File: src/rtl/link_table_pkg.sv
// Shared definitions for the link-table client: order type codes, FSM state
// encodings, the fail payload and the result-decode helper.
package link_table_pkg;

   localparam logic [1:0] OP_APPE = 2'b00;
   localparam logic [1:0] OP_DELE = 2'b01;
   localparam logic [1:0] OP_CHAG = 2'b10;
   localparam logic [1:0] OP_READ = 2'b11;

   localparam logic [1:0] ST_IDLE  = 2'b00;
   localparam logic [1:0] ST_ISSUE = 2'b01;
   localparam logic [1:0] ST_WAIT  = 2'b10;
   localparam logic [1:0] ST_RESP  = 2'b11;

   // Payload returned to the host when an order fails without a manager result.
   localparam int unsigned LT_FAIL_DATA = 0;

   // READ always succeeds; write-type orders report failure as a zero result.
   function automatic logic result_ok(input logic [1:0] op, input logic data_nonzero);
      return (op == OP_READ) ? 1'b1 : data_nonzero;
   endfunction

endpackage

File: src/rtl/link_table_cmd_fifo.sv
// Synchronous command FIFO; full/empty come from read/write pointers that
// carry one extra wrap bit.
module link_table_cmd_fifo #(
   parameter int WIDTH = 8,
   parameter int DEPTH = 4
) (
   input  logic             clk,
   input  logic             rst,
   input  logic             push,
   input  logic [WIDTH-1:0] push_data,
   input  logic             pop,
   output logic [WIDTH-1:0] head,
   output logic             full,
   output logic             empty
);

   localparam int AW = $clog2(DEPTH);

   logic [AW:0]      wr_ptr_q, wr_ptr_d, rd_ptr_q, rd_ptr_d;
   logic [WIDTH-1:0] mem_q [DEPTH];
   logic             do_push, do_pop;

   assign empty = (wr_ptr_q == rd_ptr_q);
   assign full  = (wr_ptr_q[AW] != rd_ptr_q[AW]) && (wr_ptr_q[AW-1:0] == rd_ptr_q[AW-1:0]);
   assign head  = mem_q[rd_ptr_q[AW-1:0]];

   always_comb begin
      do_push  = push && !full;
      do_pop   = pop && !empty;
      wr_ptr_d = wr_ptr_q + {{AW{1'b0}}, do_push};
      rd_ptr_d = rd_ptr_q + {{AW{1'b0}}, do_pop};
   end

   always_ff @(posedge clk or posedge rst) begin
      if (rst) begin
         wr_ptr_q <= '0;
         rd_ptr_q <= '0;
      end else begin
         wr_ptr_q <= wr_ptr_d;
         rd_ptr_q <= rd_ptr_d;
      end
   end

   always_ff @(posedge clk) begin
      if (do_push) mem_q[wr_ptr_q[AW-1:0]] <= push_data;
   end

endmodule

File: src/rtl/link_table_client.sv
// Order initiator for the link-table manager: queues host commands, issues them
// one at a time and returns each result. Watchdog enabled by LT_CLIENT_TIMEOUT_EN.
module link_table_client
   import link_table_pkg::*;
#(
   parameter int ADDR_WIDTH     = 16,
   parameter int DATA_WIDTH     = 16,
   parameter int TABLE_WIDTH    = 8,
   parameter int FIFO_DEPTH     = 4,
   parameter int TIMEOUT_CYCLES = 1024
) (
   input  logic                   clk,
   input  logic                   rst,
   input  logic                   cmd_valid,
   output logic                   cmd_ready,
   input  logic [1:0]             cmd_type,
   input  logic [TABLE_WIDTH-1:0] cmd_table,
   input  logic [ADDR_WIDTH-1:0]  cmd_node,
   input  logic [DATA_WIDTH-1:0]  cmd_data,
   output logic                   rsp_valid,
   input  logic                   rsp_ready,
   output logic [1:0]             rsp_type,
   output logic [DATA_WIDTH-1:0]  rsp_data,
   output logic                   rsp_ok,
   output logic                   rsp_timeout,
   output logic                   order_valid,
   input  logic                   order_busy,
   output logic [1:0]             order_type,
   output logic [TABLE_WIDTH-1:0] order_table,
   output logic [ADDR_WIDTH-1:0]  order_node,
   output logic [DATA_WIDTH-1:0]  order_data,
   input  logic                   dout_valid,
   output logic                   dout_busy,
   input  logic [DATA_WIDTH-1:0]  dout_data,
   output logic                   idle
);

   localparam int FW = 2 + TABLE_WIDTH + ADDR_WIDTH + DATA_WIDTH;

   logic [FW-1:0]          head;
   logic                   fifo_full, fifo_empty, fifo_pop;
   logic [1:0]             head_type;
   logic [TABLE_WIDTH-1:0] head_table;
   logic [ADDR_WIDTH-1:0]  head_node;
   logic [DATA_WIDTH-1:0]  head_data;

   logic [1:0]             state_q, state_d;
   logic                   order_valid_q, order_valid_d;
   logic [1:0]             order_type_q, order_type_d;
   logic [TABLE_WIDTH-1:0] order_table_q, order_table_d;
   logic [ADDR_WIDTH-1:0]  order_node_q, order_node_d;
   logic [DATA_WIDTH-1:0]  order_data_q, order_data_d;
   logic [1:0]             rsp_type_q, rsp_type_d;
   logic [DATA_WIDTH-1:0]  rsp_data_q, rsp_data_d;
   logic                   rsp_ok_q, rsp_ok_d;
   logic                   stale;

`ifdef LT_CLIENT_TIMEOUT_EN
   localparam int WD_W = (TIMEOUT_CYCLES > 2) ? $clog2(TIMEOUT_CYCLES) : 1;
   logic [WD_W-1:0] wdog_q, wdog_d, stale_cnt_q, stale_cnt_d;
   logic            stale_q, stale_d, rsp_timeout_q, rsp_timeout_d, wd_expired;

   assign wd_expired  = (wdog_q == WD_W'(TIMEOUT_CYCLES - 1));
   assign stale       = stale_q;
   assign rsp_timeout = rsp_timeout_q;
`else
   assign stale       = 1'b0;
   assign rsp_timeout = 1'b0;
`endif

   link_table_cmd_fifo #(.WIDTH(FW), .DEPTH(FIFO_DEPTH)) u_fifo (
      .clk       (clk),
      .rst       (rst),
      .push      (cmd_valid),
      .push_data ({cmd_type, cmd_table, cmd_node, cmd_data}),
      .pop       (fifo_pop),
      .head      (head),
      .full      (fifo_full),
      .empty     (fifo_empty)
   );

   assign {head_type, head_table, head_node, head_data} = head;

   assign cmd_ready   = !fifo_full;
   assign order_valid = order_valid_q;
   assign order_type  = order_type_q;
   assign order_table = order_table_q;
   assign order_node  = order_node_q;
   assign order_data  = order_data_q;
   assign rsp_valid   = (state_q == ST_RESP);
   assign rsp_type    = rsp_type_q;
   assign rsp_data    = rsp_data_q;
   assign rsp_ok      = rsp_ok_q;
   // A stale result is drained even outside WAIT so it cannot be mistaken for a later order's.
   assign dout_busy   = !((state_q == ST_WAIT) || stale);
   assign idle        = fifo_empty && (state_q == ST_IDLE) && !stale;

   always_comb begin
      state_d       = state_q;
      order_valid_d = order_valid_q;
      order_type_d  = order_type_q;
      order_table_d = order_table_q;
      order_node_d  = order_node_q;
      order_data_d  = order_data_q;
      rsp_type_d    = rsp_type_q;
      rsp_data_d    = rsp_data_q;
      rsp_ok_d      = rsp_ok_q;
      fifo_pop      = 1'b0;
`ifdef LT_CLIENT_TIMEOUT_EN
      stale_d       = stale_q;
      stale_cnt_d   = stale_cnt_q;
      rsp_timeout_d = rsp_timeout_q;
`endif
      case (state_q)
         ST_IDLE: begin
            if (!fifo_empty && !stale) begin
               fifo_pop      = 1'b1;
               order_valid_d = 1'b1;
               order_type_d  = head_type;
               order_table_d = head_table;
               order_node_d  = head_node;
               order_data_d  = head_data;
               state_d       = ST_ISSUE;
            end
         end
         ST_ISSUE: begin
            if (!order_busy) begin
               order_valid_d = 1'b0;
               state_d       = ST_WAIT;
            end
`ifdef LT_CLIENT_TIMEOUT_EN
            else if (wd_expired) begin
               order_valid_d = 1'b0;
               rsp_type_d    = order_type_q;
               rsp_data_d    = DATA_WIDTH'(LT_FAIL_DATA);
               rsp_ok_d      = 1'b0;
               rsp_timeout_d = 1'b1;
               state_d       = ST_RESP;
            end
`endif
         end
         ST_WAIT: begin
            if (dout_valid) begin
               rsp_type_d = order_type_q;
               rsp_data_d = dout_data;
               rsp_ok_d   = result_ok(order_type_q, dout_data != '0);
`ifdef LT_CLIENT_TIMEOUT_EN
               rsp_timeout_d = 1'b0;
`endif
               state_d    = ST_RESP;
            end
`ifdef LT_CLIENT_TIMEOUT_EN
            else if (wd_expired) begin
               rsp_type_d    = order_type_q;
               rsp_data_d    = DATA_WIDTH'(LT_FAIL_DATA);
               rsp_ok_d      = 1'b0;
               rsp_timeout_d = 1'b1;
               stale_d       = 1'b1;
               state_d       = ST_RESP;
            end
`endif
         end
         ST_RESP: begin
            if (rsp_ready) state_d = ST_IDLE;
         end
         default: state_d = ST_IDLE;
      endcase
`ifdef LT_CLIENT_TIMEOUT_EN
      // Stale clears on the late result or after a second silent window.
      if (stale_q) begin
         if (dout_valid || stale_cnt_q == WD_W'(TIMEOUT_CYCLES - 1)) begin
            stale_d     = 1'b0;
            stale_cnt_d = '0;
         end else begin
            stale_cnt_d = stale_cnt_q + 1'b1;
         end
      end
      wdog_d = ((state_d == state_q) && (state_q == ST_ISSUE || state_q == ST_WAIT))
               ? wdog_q + 1'b1 : '0;
`endif
   end

   always_ff @(posedge clk or posedge rst) begin
      if (rst) begin
         state_q       <= ST_IDLE;
         order_valid_q <= 1'b0;
         order_type_q  <= '0;
         order_table_q <= '0;
         order_node_q  <= '0;
         order_data_q  <= '0;
         rsp_type_q    <= '0;
         rsp_data_q    <= '0;
         rsp_ok_q      <= 1'b0;
      end else begin
         state_q       <= state_d;
         order_valid_q <= order_valid_d;
         order_type_q  <= order_type_d;
         order_table_q <= order_table_d;
         order_node_q  <= order_node_d;
         order_data_q  <= order_data_d;
         rsp_type_q    <= rsp_type_d;
         rsp_data_q    <= rsp_data_d;
         rsp_ok_q      <= rsp_ok_d;
      end
   end

`ifdef LT_CLIENT_TIMEOUT_EN
   always_ff @(posedge clk or posedge rst) begin
      if (rst) begin
         wdog_q        <= '0;
         stale_q       <= 1'b0;
         stale_cnt_q   <= '0;
         rsp_timeout_q <= 1'b0;
      end else begin
         wdog_q        <= wdog_d;
         stale_q       <= stale_d;
         stale_cnt_q   <= stale_cnt_d;
         rsp_timeout_q <= rsp_timeout_d;
      end
   end
`endif

endmodule

File: config.mk
export PLATFORM = sky130hd
export DESIGN_NAME = link_table_client
export DESIGN_NICKNAME = d
export VERILOG_FILES = /design/src/rtl/link_table_pkg.sv /design/src/rtl/link_table_cmd_fifo.sv /design/src/rtl/link_table_client.sv
export SDC_FILE = /design/constraint.sdc
export NUM_CORES = 1
export LEC_CHECK = 0
export CORE_UTILIZATION = 54
export DETAILED_ROUTE_END_ITERATION = 7
export PLACE_DENSITY = 0.79
export SLEW_MARGIN = 10
export SYNTH_ARGS = -nofsm -noshare
export SYNTH_HDL_FRONTEND = slang
export SYNTH_HIERARCHICAL = 1
export SYNTH_SLANG_ARGS = --single-unit
export TNS_END_PERCENT = 100
File: constraint.sdc
create_clock -name clk -period 6.2 [get_ports clk]
set_input_delay 1.55 -clock clk [delete_from_list [all_inputs] [get_ports clk]]
set_output_delay 1.55 -clock clk [all_outputs]
set_load 0.05 [all_outputs]
==> impl_metrics.ini <==
[worst_setup_path]
worst-path-buf-inv = 2
crit_path_start_kind = register
critical_path.cell_chain = xor2_1, nor3_1, nand2_1, inv_1, clkdlybuf4s50_1
cpLargestDelayFamily = flip-flops
critical_path.max_stage_delay_ps = 1020
arrival_ps = 3380
worst_setup_path_end_kind = output port
criticalPathCategory = register to output port
cp_data_required_time_ps = 4650
path_max_fanout = 45
worst_path_max_delay_cell = sky130_fd_sc_hd__dfrtp_4

[synth]
netlist_top_cells_area = sky130_fd_sc_hd__edfxtp_1 (55%), sky130_fd_sc_hd__dfrtp_1 (19%), sky130_fd_sc_hd__mux4_2 (9.5%)
netlist-cell-type-count = 34
synth.ff_latch_count = 238
synthArstFlopShare_pct = 29.4
syn-cell-area_um2 = 9220
number_of_nets_produced_by_synthesis = 486
ys.flop_type = sky130_fd_sc_hd__edfxtp_1
post-synth-top-area-cell = sky130_fd_sc_hd__edfxtp_1
postSynthCellCount = 414
synth.avg_cell_area_um2 = 22.3
synth_top_area_share_pct = 54.7
yosysWarningCount = 6
count_of_flip_flops_with_a_built_in_enable_after_synthesis = 168
synth_sequential_area_ratio_pct = 73.7

[clock_network]
clock_insertion_delay_worst_skew_ps = 500
cts_hold_buf = 0
clk_pin_slew_worst_paths_ps = 60
cts_tree = built
cts.sink_count = 238
cts.htree.levels = 1
post_cts_resized = 0
cts_inserted_buffers = 23
cts_post_setup_buffers_inserted = 0
max-clock-path-buffers = 3
root_buffer = sky130_fd_sc_hd__clkbuf_16

[flow_run]
drv.max_cap_violation_count = 0

[timing]
post-route-period-util_pct = 79.4
setup_total_negative_slack_ps = 0
worstMarginPinSlew_ps = 1060
max_freq_ghz = 0.203
finalHoldViolations = 0
grt_setup_unrepaired = false
final-setup-viol-count = 0
timing.clock.skew_ps = 12.9
drv_slew = 0
max_slew_margin_pct = 29.3
final.min_clock_period_ps = 4930

[grt]
grt.overflow.total = 0
grt_antenna_before_repair = 1
first_global_vias = 4673
grt_start_max_net_pins = 65
overall_track_demand_over_capacity_in_global_routing_pct = 19.3
grt_pass1_wl_um = 25800

[power_and_ir_drop]
totalPowerFinal_mw = 6.83
internal_mw = 4.41
power.density_nw_per_um2 = 593
vdd.ir_drop.worst_mv = 0.355
pwr-share-comb_pct = 40.3
power.net_switching_mw = 2.42
total_leakage_power_nw = 4.18
power.sequential.fraction_pct = 37.1
p_sw_share_pct = 35.5
clock_power_share_pct = 22.5

[routing]
avgRoutedWirePerCell_um = 20.6
drt_wl_total_um = 16400
post_drt_via_cell_ratio = 5.50
detailedRoute.firstPassIterationCount = 4
drc = 0
antenna_violating_nets_post_route = 0
dr_total_vias = 4369
first_iter_violations = 282

[cells_and_area]
areaGrowthSynthToFinish_pct = 25.1
num-nets-final = 630
antennaDiodeCount = 0
layout-drive-gt1-share_pct = 27.3

[place]
dp_hpwl_um = 10100
globalplace.congestion = 0.817
numPortBuffers = 129

[floorplan]
design.core.area_um2 = 16600
num_rows = 47
fp.dieArea_um2 = 17600
die_x_um = 133
floorplan.initialDensity_pct = 55.4
die_h_um = 133
ios = 131

[status]
outcome = completed

[worst_hold_path]
holdCritPathClass = register to register
cells in the mapped netlist, types with 3 or more instances:
cell type	instances
sky130_fd_sc_hd__nor4_1	4
sky130_fd_sc_hd__mux2_2	22
sky130_fd_sc_hd__buf_12	8
sky130_fd_sc_hd__a31oi_1	5
sky130_fd_sc_hd__buf_6	3
sky130_fd_sc_hd__nand2_1	4
sky130_fd_sc_hd__mux4_1	3
sky130_fd_sc_hd__edfxtp_1	168
sky130_fd_sc_hd__mux2_4	39
sky130_fd_sc_hd__xor2_1	5
sky130_fd_sc_hd__mux4_2	39
sky130_fd_sc_hd__buf_2	5
sky130_fd_sc_hd__dfrtp_1	70
sky130_fd_sc_hd__ha_1	8
sky130_fd_sc_hd__inv_1	8
registers in the layout, summed over array words and instances, names as in the netlist:
register	flops
u_fifo/mem_q	168
order_data	16
order_node	16
rsp_data	16
order_table	8
u_fifo/rd_ptr_q	3
u_fifo/wr_ptr_q	3
order_type	2
rsp_type	2
state_q	2
order_valid	1
rsp_ok	1
power groups by stage:
stage          clock network, mW  registers, mW  logic [mW]
2_1_floorplan                  0           3.16        1.45
3_3_place_gp                   0           2.53        2.73
3_5_place_dp                   0           2.57        2.77
4_1_cts                     1.57           2.55        2.78
5_1_grt                     1.63           2.60        2.89
6_report                    1.54           2.54        2.76
final cells by class:
class                           instances  area (um2)
Clock buffer                           27         611
Clock inverter                         15         241
Fill cell                            1027        5110
Inverter                                8        31.3
Multi-Input combinational cell        151        2230
Sequential cell                       238        6800
Tap cell                              220         275
Timing Repair Buffer                  136        1340
cells in the final DEF (no fill, tap or decap), types with 2 or more instances in the layout:
cell	n
sky130_fd_sc_hd__a31oi_4	3
sky130_fd_sc_hd__clkinv_2	5
sky130_fd_sc_hd__buf_4	7
sky130_fd_sc_hd__mux2_4	39
sky130_fd_sc_hd__nand2b_1	2
sky130_fd_sc_hd__mux4_1	3
sky130_fd_sc_hd__a21oi_1	2
sky130_fd_sc_hd__clkinvlp_4	2
sky130_fd_sc_hd__clkdlybuf4s50_1	129
sky130_fd_sc_hd__clkbuf_16	23
sky130_fd_sc_hd__inv_1	7
sky130_fd_sc_hd__nand2_1	4
sky130_fd_sc_hd__clkbuf_8	2
sky130_fd_sc_hd__mux4_2	39
sky130_fd_sc_hd__clkinv_4	2
sky130_fd_sc_hd__xor2_1	5
sky130_fd_sc_hd__bufinv_16	6
sky130_fd_sc_hd__dfrtp_1	68
sky130_fd_sc_hd__clkbuf_1	2
sky130_fd_sc_hd__a31oi_1	2
sky130_fd_sc_hd__and3_1	2
sky130_fd_sc_hd__mux2_2	22
sky130_fd_sc_hd__ha_1	8
sky130_fd_sc_hd__xnor2_1	2
sky130_fd_sc_hd__nor4_1	4
sky130_fd_sc_hd__edfxtp_1	168
stage by stage:
step / util (%) / instances / area (um2) / setup slack, ps / hold WS (ps)
after floorplan: - / 414 / 9220 / 806 / 460
after global placement: 64.2 / 753 / 10700 / 1820 / 474
after detailed placement: 64.2 / 753 / 10700 / 1730 / 487
after CTS: 69.3 / 795 / 11500 / 1180 / 495
after global routing: 69.3 / 795 / 11500 / 944 / 512
final: 69.3 / 795 / 11500 / 1270 / 494
final timing paths:
path | startpoint | endpoint | slack (ps) | depth (start not counted)
max reg2reg | u_fifo/rd_ptr_q[2]$_DFF_PP0_ | order_type[1]$_DFFE_PP0P_ | 2760 | 5
min | u_fifo/wr_ptr_q[2]$_DFF_PP0_ | u_fifo/wr_ptr_q[2]$_DFF_PP0_ | 490 | 1
max in group asynchronous | rst | order_data[10]$_DFFE_PP0P_ | 3990 | 3
max | u_fifo/rd_ptr_q[0]$_DFF_PP0_ | idle | 1270 | 5
min reg2reg | u_fifo/wr_ptr_q[2]$_DFF_PP0_ | u_fifo/wr_ptr_q[2]$_DFF_PP0_ | 490 | 1
min in group asynchronous | rst | u_fifo/wr_ptr_q[0]$_DFF_PP0_ | 1340 | 2
worst reg2reg max path: stages, from the launching register on:
cell and delay, ps:
sky130_fd_sc_hd__dfrtp_1 400, sky130_fd_sc_hd__xor2_1 840, sky130_fd_sc_hd__nor3_1 350, sky130_fd_sc_hd__nor2b_4 830, sky130_fd_sc_hd__buf_4 520, sky130_fd_sc_hd__mux2_2 390
cell families after synthesis:
| family | Yosys count | synth area share, % |
|---|---|---|
| xor gates and xnor gates | 7 | 0.665 |
| muxes | 103 | 19.4 |
| buffers and inverters | 25 | 2.78 |
| adders and majority gates | 8 | 1.09 |
| and+or+nand+nor | 19 | 1.30 |
| DFF | 238 | 73.7 |
| AOI/OAI and AO/OA | 13 | 0.964 |
| other | 1 | 0.0407 |
per-layer routing:
layer	track usage [%]	part of all wire (%)	up-vias	wire, um
li1	-	-	1949	-
met1	26.4	42	2220	6850
met2	31.9	49	170	8080
met3	4.14	6.7	28	1100
met4	5.17	1.9	2	318
met5	0	0.086	-	14
(Power assumes the default switching activity.)
